## config.mk

```make
export PLATFORM = sky130hd
export DESIGN_NAME = bitstream_serializer
export DESIGN_NICKNAME = d
export VERILOG_FILES = /design/src/rtl/bitstream_serializer.sv
export SDC_FILE = /design/constraint.sdc
export NUM_CORES = 1
export LEC_CHECK = 0
export ABC_AREA = 1
export CAP_MARGIN = 25
export CORE_MARGIN = 2
export CORE_UTILIZATION = 27
export DETAILED_ROUTE_END_ITERATION = 6
export PLACE_DENSITY = 0.47
export SLEW_MARGIN = 10
export SYNTH_ARGS = -nofsm -noshare
export SYNTH_HDL_FRONTEND = slang
export SYNTH_SLANG_ARGS = --single-unit
```

## constraint.sdc

```tcl
create_clock -name clk -period 1.9 [get_ports clk]
set_input_delay 0.285 -clock clk [delete_from_list [all_inputs] [get_ports clk]]
set_output_delay 0.285 -clock clk [all_outputs]
set_load 0.01 [all_outputs]
```

## src/rtl/bitstream_serializer.sv

```systemverilog
// Parallel-in serial-out transmitter for the bitstream lane: one WORD_W word
// becomes WORD_W/LANE_W consecutive LANE_W-bit beats, lowest pair first.
module bitstream_serializer #(
    parameter int                  WORD_W   = 12,
    parameter int                  LANE_W   = 2,
    parameter logic [LANE_W-1:0]   IDLE_PAT = 2'b00
) (
    input  logic              clk,
    input  logic              rst,
    input  logic [WORD_W-1:0] din,
    input  logic              din_valid,
    output logic              din_ready,
    output logic [LANE_W-1:0] dout,
    output logic              dout_valid,
    output logic              dout_sof,
    output logic              word_done
);

    localparam int BEATS = WORD_W / LANE_W;
    localparam int CNT_W = (BEATS > 1) ? $clog2(BEATS) : 1;
    localparam logic [CNT_W-1:0] LAST = CNT_W'(BEATS - 1);

    typedef enum logic {IDLE, SHIFT} state_t;

    state_t              state, state_nxt;
    logic [CNT_W-1:0]    beat_cnt, cnt_nxt;
    logic [WORD_W-1:0]   sreg, sreg_nxt;
    logic [LANE_W-1:0]   dout_nxt;
    logic                valid_nxt, sof_nxt, done_nxt;

    // Ready in the last-beat cycle lets the next word follow with no gap.
    assign din_ready = (state == IDLE) || (state == SHIFT && beat_cnt == LAST);

    always_comb begin
        state_nxt = state;
        cnt_nxt   = beat_cnt;
        sreg_nxt  = sreg;
        dout_nxt  = IDLE_PAT;
        valid_nxt = 1'b0;
        sof_nxt   = 1'b0;
        done_nxt  = 1'b0;
        if (din_valid && din_ready) begin
            state_nxt = SHIFT;
            cnt_nxt   = '0;
            sreg_nxt  = din >> LANE_W;
            dout_nxt  = din[LANE_W-1:0];
            valid_nxt = 1'b1;
            sof_nxt   = 1'b1;
            done_nxt  = (BEATS == 1);
        end else if (state == SHIFT && beat_cnt != LAST) begin
            cnt_nxt   = beat_cnt + CNT_W'(1);
            sreg_nxt  = sreg >> LANE_W;
            dout_nxt  = sreg[LANE_W-1:0];
            valid_nxt = 1'b1;
            done_nxt  = (cnt_nxt == LAST);
        end else begin
            state_nxt = IDLE;
            cnt_nxt   = '0;
        end
    end

    always_ff @(posedge clk) begin
        if (!rst) begin
            state      <= IDLE;
            beat_cnt   <= '0;
            sreg       <= '0;
            dout       <= IDLE_PAT;
            dout_valid <= 1'b0;
            dout_sof   <= 1'b0;
            word_done  <= 1'b0;
        end else begin
            state      <= state_nxt;
            beat_cnt   <= cnt_nxt;
            sreg       <= sreg_nxt;
            dout       <= dout_nxt;
            dout_valid <= valid_nxt;
            dout_sof   <= sof_nxt;
            word_done  <= done_nxt;
        end
    end

endmodule
```

Word level (Yosys, flattened, before mapping):

Cells that the tools add are included.

* flip-flop bits (word level): 19
* word-level logic and storage cells: 30

* add/sub/neg operators: 1
* equality and inequality tests: 4
* muxes and demuxes: 9
* bitwise gates (word level): 3
* reductions and logical operators: 6

Operator list (count)
* 10-bit two-way mux: 2
* 3-bit equality test, second input constant: 2
* 1-bit two-way mux: 5
* 2-bit two-way mux: 2
* 3-bit by 1-bit adder with 3-bit output, second input constant: 1
* 1-bit logical AND: 3
* 3-bit != test, second input constant: 1
* 1-bit inverter: 3
* 3-bit OR reduction: 1
* 2-bit != test, second input constant: 1
* 2-bit nonzero test: 1
* 1-bit logical OR: 1

Longest topological paths before layout:

Gate-level depths: netlist of run 1.

* word-level depth: 5
* depth in mapped cells: 9

Worst setup path before layout of run 1:

Ideal clock, no wire load.

* path kind: register to register
* start point: register beat_cnt[1]
* end point: register sreg[1]
* setup time: 0.109 ns
* arrival time: 1.097 ns
* required time: 1.791 ns
* setup slack: 0.694 ns
* stages on the path, launching flop included: 10
* path buffers: 1
* period minus slack after synthesis: 1.206 ns
* path through: dfxtp_1 inv_1 ha_1 nand2_2 nand2_4 buf_6 nand3_1 nand3_1 nand2_1 inv_1

* word-level cells in the longest chain between the ends: 5
* elaborated cells on any way between the ends: 8
* classes of those cells: eq/ne: 2; mux: 1; reduce/logical: 5

Ends and longest elaborated chain
* from (decl): line 26 `logic [CNT_W-1:0] beat_cnt, cnt_nxt;`
* from (signal assigned): line 73 `beat_cnt <= cnt_nxt;`
* 3-bit equality test (*): line 32 `assign din_ready = (state == IDLE) || (state == SHIFT && beat_cnt == LAST);`
* 1-bit logical AND (*): line 32
* 1-bit logical OR (*): line 32
* net din_ready: line 12 `output logic din_ready,`
* 1-bit logical AND (*): line 42 `if (din_valid && din_ready) begin`
* 10-bit two-way mux / 2-bit nonzero test (equally long branches)
* to (signal assigned): line 74 `sreg <= sreg_nxt;`
* to (decl): line 27 `logic [WORD_W-1:0] sreg, sreg_nxt;`

The timed path passes the listed nets; every way through them passes the cells marked *.
A chain may end at the register's enable or synchronous reset.

Worst setup path in the final report of run 1:

* start point: register beat_cnt[1]
* end point: output din_ready

* word-level cells in the longest chain between the ends: 3

Ends and longest elaborated chain (line)
* 3-bit equality test: 32
* 1-bit logical AND: 32
* 1-bit logical OR: 32
* to (decl): 12

Every way passes these cells.

==> run summary, run 1 <==
RePlAce Congestion -> 0.790
Worst clock skew -> 0.00478 ns
Setup Buffers After CTS -> 0
DR pass1 iterations -> 6
Core ar. -> 2810 µm²
Die height -> 58.8 µm
Synth warn -> 0
First-pass GRT wire length -> 2720 µm
Hpwl dp -> 1230 µm
DR vias/cell -> 4.50
Layout cells sized above 1 -> 11.1%
Crit path launch type -> register
Int Pwr -> 0.555 mW
Highest Clock Rate -> 597 MHz
Clk root buf -> clkbuf_4
Hold Crit Class -> register to register
Filler cells -> 309
Placed insts -> 153
Setup_tns -> 0 ns
Clock Pin Slew Worst Setup and Hold Paths -> 0.11 ns
Critical Path RT -> 1.62 ns
Max cap viols -> 0
Switching pwr -> 0.190 mW
Pwr/cell area -> 698 nW/µm²
Clk_lat worst skew -> 0.29 ns
Most frequent cells in the layout -> nand2_1 (26), nand3_1 (26), dfxtp_1 (19), clkdlybuf4s50_1 (19), inv_1 (10)
GR Layer Usage met3 -> 2.86%
Gate power share -> 14.7%
Final-report max-slew violation count -> 0
Sink Count -> 19
Critical path class -> register to output port
Crit end category -> output port
Yosys cell types -> 15
Setup violations, final -> 0
Antenna cells -> 0
Worst Tran Pin Value -> 0.292 ns
Syn nets -> 120
Vias in the first global route -> 666
Cells after Synth -> 102
Starting DRT DRC Count -> 14
Sequential share of power -> 57.8%
Die Area -> 3460 µm²
Avg Inst Size Synth -> 7.95 µm²
Synth area leader -> dfxtp_1
Worst Path Arrival -> 1.39 ns
Fin nets -> 145
# rows -> 19
Initial core utilization -> 28.9%
DRC -> 1
Maximum number of pins on one net before global-route repair -> 16
WL final -> 1590 µm
Leakage -> 0.495 nW
IO Port Bufs -> 20
Crit-path max FO -> 7
Clock power share -> 27.5%
Die width -> 58.8 µm
RSZ-0062 raised after global routing -> no
FF+latch count, synth -> 19
CTS tree -> yes
Crit share post-route -> 88.1%
Final Power -> 0.745 mW
Area growth from synthesis to layout -> 31.8%
Post-Syn Area -> 811 µm²
GR Util All Layers -> 10.3%
Antenna violations before repair -> 0
M2 GR Usage -> 17.0%
VDD IR max -> 0.287 mV
Via count -> 706
Global Route met1 Usage -> 12.6%
Detail Route Antenna Nets -> 0
Final hold vios -> 0
Seq/Total Area, Yosys -> 46.9%
H-tree Lvls -> 1
GR peak layer -> met2
Status -> finished with violations
Largest cells by area after synthesis -> dfxtp_1 (47%), nand3_1 (16%), nand2_1 (12%), ha_1 (4.6%), inv_1 (4.6%)
Total grt overflow -> 0
Non-filler cells in the finished layout -> 157
Failing checks -> DRC
Min Tclk post-route -> 1.67 ns
Total CTS buffers -> 3
# IOs -> 21
Wirelength per Cell -> 10.1 µm
Sw Ratio -> 25.5%
Post-synth top area share -> 46.9%
Slew margin rel. -> 80.5%
CTS max path bufs -> 2
worst max-delay path: stages (launching register included):
cell and delay (ns):
dfxtp_1 0.36, inv_1 0.07, ha_1 0.19, nand2_2 0.15
nand2_4 0.05, dlygate4sd2_1 0.28
cells in the mapped netlist:
| library cell | number |
|---|---|
| xnor2_1 | 1 |
| nand2_2 | 1 |
| ha_1 | 3 |
| buf_6 | 2 |
| dfxtp_1 | 19 |
| nand2_4 | 1 |
| nor2_1 | 6 |
| nand3_1 | 26 |
| nand4_1 | 1 |
| inv_2 | 2 |
| nor2_4 | 2 |
| nand2_1 | 26 |
| inv_1 | 10 |
| nor3b_2 | 1 |
| buf_4 | 1 |
cells by family after synthesis:
group | count (synthesis) | share of synthesized area [%]
DFF | 19 | 46.9
buffers and inverters | 15 | 9.26
and+or+nand+nor | 64 | 38.1
adders and majority gates | 3 | 4.63
xor gates and xnor gates | 1 | 1.08
repair_timing:
action / CTS / global route
hold buffers: 0 / 0
setup endpoints to repair: 1 / 0
resized for setup: 1 / 0
power groups by stage:
stage / Sequential (mW) / Clock [mW] / Combinational [mW]
after floorplan: 0.440 / 0 / 0.0585
after global placement: 0.440 / 0 / 0.111
after detailed placement: 0.440 / 0 / 0.112
after CTS: 0.431 / 0.214 / 0.111
after global routing: 0.434 / 0.237 / 0.122
final: 0.431 / 0.205 / 0.110
area by class of cell:
type | instances | area (µm²) | share of cell area [%]
inverters | 12 | 45.0 | 4.22
multi-input cells | 68 | 355 | 33.3
flip-flops and latches | 19 | 380 | 35.6
clock inverters | 1 | 5.00 | 0.468
repair buffers | 23 | 221 | 20.7
well taps | 31 | 38.8 | 3.63
clock buffers | 3 | 22.5 | 2.11
metrics by stage:
stage	worst slack, ns	hold WS [ns]	cell area, µm²	utilization (%)
6_report	0.226	0.457	1070	38.1
5_1_grt	0.132	0.474	1070	38.1
4_1_cts	0.197	0.459	1070	38.1
3_5_place_dp	0.332	0.439	1040	37.2
3_3_place_gp	0.368	0.443	1040	37.2
2_1_floorplan	0.694	0.388	811	-
state kept, by name, summed over array words and instances, names as in the netlist:
| name | flops |
|---|---|
| dout | 2 |
| state | 1 |
| beat_cnt | 3 |
| dout_sof | 1 |
| word_done | 1 |
| dout_valid | 1 |
| sreg | 10 |
per-layer routing:
layer / wire, µm / up-vias
li1: - / 372
met1: 766 / 314
met2: 730 / 18
met3: 81 / 2
met4: 11 / 0
met5: 0 / -
path summary, 6_finish.rpt:
| path | cells past startpoint | startpoint | slack [ns] | endpoint |
|---|---|---|---|---|
| setup reg to reg | 9 | beat_cnt[1] | 0.45 | sreg[0] |
| hold / removal | 2 | sreg[4] | 0.46 | sreg[4] |
| setup / recovery | 5 | beat_cnt[1] | 0.23 | din_ready |
| hold reg to reg | 2 | sreg[4] | 0.46 | sreg[4] |
No activity file was read; power rests on OpenSTA's default activity.
==> run 2, diff against run 1 <==
--- a/config.mk
+++ b/config.mk
@@ -10,6 +10,7 @@
 export CORE_MARGIN = 2
 export CORE_UTILIZATION = 27
 export DETAILED_ROUTE_END_ITERATION = 6
+export GPL_TIMING_DRIVEN = 0
 export PLACE_DENSITY = 0.47
 export SLEW_MARGIN = 10
 export SYNTH_ARGS = -nofsm -noshare
==> run 2 against run 1 <==
- the flow still finishes with violations (DRC)
- critical path type unchanged
- cell area up 0.12%
- sequential power about the same
- fmax down 6.0%
- power down 0.38%
- die area unchanged
- hold slack worse by 0.23 ns
- core utilization about the same
- critical endpoint unchanged
==> run summary, run 2 (synthesis gave the netlist of run 1 again) <==
Worst Path Buf+Inv -> 3 (+1)
Crit share post-route -> 93.7% (+5.6 points)
Register area -> 383 µm² (+0.66%)
Final Power -> 0.743 mW (-0.38%)
Area of the multi-input gates -> 360 µm² (+1.4%)
DR vias/cell -> 4.53 (+0.64%)
Min Hold Slack -> 0.225 ns (-0.232 ns)
Filler cells -> 308 (-0.32%)
Layout cells sized above 1 -> 12.8% (+1.7 points)
RSZ-0062 raised after global routing -> no
RePlAce Congestion -> 0.721 (-8.7%)
Status -> finished with violations
Most frequent cells in the layout -> nand2_1 (26), nand3_1 (26), dfxtp_1 (17), clkdlybuf4s50_1 (17), inv_1 (10)
GR peak layer -> met2
Critical Path Source -> beat_cnt[1]
Setup_tns -> 0 ns (unchanged)
Largest Register -> sreg
Top cell by count, worst path -> nand2_4
GR Layer Usage met3 -> 4.18% (+1.3 points)
GR Util All Layers -> 9.95% (-0.32 points)
WL final -> 1580 µm (-0.75%)
CTS tree -> yes
H-tree Lvls -> 1 (unchanged)
Total grt overflow -> 0 (unchanged)
Placed insts -> 151 (-1.3%)
CP delay by family, top -> buffers and inverters
Total CTS buffers -> 3 (unchanged)
VDD IR max -> 0.377 mV (+31%)
Worst Min Path Start -> rst
M2 GR Usage -> 17.0% (unchanged)
Cell area after layout -> 1070 µm² (+0.12%)
CTS max path bufs -> 2 (unchanged)
Maximum number of pins on one net before global-route repair -> 11 (-5)
DR pass1 iterations -> 6 (unchanged)
Final-report max-slew violation count -> 0 (unchanged)
Die width -> 58.8 µm (unchanged)
IO Port Bufs -> 18 (-10%)
Max cap viols -> 0 (unchanged)
Wirelength per Cell -> 10.1 µm (-0.12%)
Die height -> 58.8 µm (unchanged)
Crit-path max FO -> 10 (+3)
Highest-delay cell along the critical path -> dfxtp_2
# IOs -> 21 (unchanged)
Clk_lat worst skew -> 0.29 ns (about the same)
Worst clock skew -> 0.00359 ns (-0.00119 ns)
Area growth from synthesis to layout -> 31.9%
Placed Area -> 1030 µm² (-1.2%)
Sink Count -> 19 (unchanged)
Hold Crit Class -> input port to register
Hpwl dp -> 1180 µm (-4.4%)
Slew margin rel. -> 77.7% (-2.8 points)
Antenna cells -> 0 (unchanged)
# rows -> 19 (unchanged)
Worst Path Arrival -> 1.49 ns (+0.10 ns)
Starting DRT DRC Count -> 25 (+11)
Non-filler cells in the finished layout -> 156 (-0.64%)
Clock Pin Slew Worst Setup and Hold Paths -> 0.10 ns (about the same)
Vias in the first global route -> 654 (-1.8%)
Detail Route Antenna Nets -> 0 (unchanged)
Die Area -> 3460 µm² (unchanged)
Core ar. -> 2810 µm² (unchanged)
Antenna violations before repair -> 0 (unchanged)
Worst path max stage delay -> 0.34 ns (-0.02 ns)
Min Tclk post-route -> 1.78 ns (+0.106 ns)
Clk root buf -> clkbuf_4
R2R Path Start -> beat_cnt[1]
Fin nets -> 144 (-0.69%)
Crit end category -> output port
Leakage -> 0.507 nW (+2.3%)
Critical path class -> register to output port
Initial core utilization -> 28.9% (unchanged)
Setup violations, final -> 0 (unchanged)
First-pass GRT wire length -> 2620 µm (-3.5%)
CP Cell Sequence -> inv_1, ha_1, nand2_4, nand2_4, buf_6, dlygate4sd2_1
Biggest regs -> sreg: 10 flops, beat_cnt: 3 flops, dout: 2 flops
Crit path launch type -> register
R2R Setup Slk -> 0.53 ns (+0.08 ns)
Highest Clock Rate -> 562 MHz (-6.0%)
Max FFs per register -> 10 (unchanged)
Global Route met1 Usage -> 11.7% (-0.95 points)
Critical Path RT -> 1.62 ns (about the same)
Via count -> 706 (unchanged)
Pwr/cell area -> 694 nW/µm² (-0.50%)
Final hold vios -> 0 (unchanged)
Worst Tran Pin Value -> 0.333 ns (+0.0415 ns)
Hold Buf Count CTS -> 0 (unchanged)
DRC -> 1 (unchanged)
Failing checks -> DRC
run 2: worst paths after layout:
path | to | depth (start not counted)
min reg2reg | beat_cnt[0] | 1
min | sreg[5] | 3
max | din_ready | 6
max reg2reg | sreg[0] | 9
run 2: layout make-up:
| class | count | share of cell area, % |
|---|---|---|
| Sequential cell | 19 | 35.8 |
| Multi-Input combinational cell | 68 | 33.7 |
| Timing Repair Buffer | 19 | 17.4 |
| Inverter | 12 | 4.21 |
| Tap cell | 31 | 3.63 |
| Buffer | 3 | 2.81 |
| Clock buffer | 4 | 2.46 |
run 2: layer usage:
| metal | part of all wire [%] | wire length, µm | vias to the layer above |
|---|---|---|---|
| met3 | 6.1 | 96 | 2 |
| met2 | 47 | 734 | 19 |
| met5 | 0 | 0 | - |
| met1 | 47 | 734 | 315 |
| met4 | 0.76 | 12 | 0 |
| li1 | - | - | 370 |
run 2: worst register-to-register path, delay by kind of cell, from the launching register on:
family / cells / cell delay (ns)
AND/OR/NAND/NOR: 6 / 0.58
flip-flops: 1 / 0.33
buffers and inverters: 2 / 0.21
adder cells (fa/ha/maj): 1 / 0.19
run 2: per-stage QoR:
step           worst slack (ns)  util (%)
2_1_floorplan             0.694         -
3_3_place_gp              0.111      36.7
3_5_place_dp             0.0872      36.7
4_1_cts                  0.0784      38.1
5_1_grt                  0.0249      38.1
6_report                  0.120      38.1
run 2: timing repair:
action                     4_1_cts  5_1_grt
buffers inserted                 1        0
cloned                           0        0
pin swaps                        1        0
setup endpoints to repair        1        1
gates resized for setup          3        1
run 2: where the power goes:
group	switching (mW)	total, mW	internal, mW
registers	0.0124	0.431	0.419
clock network	0.119	0.201	0.0816
logic	0.0519	0.111	0.0588
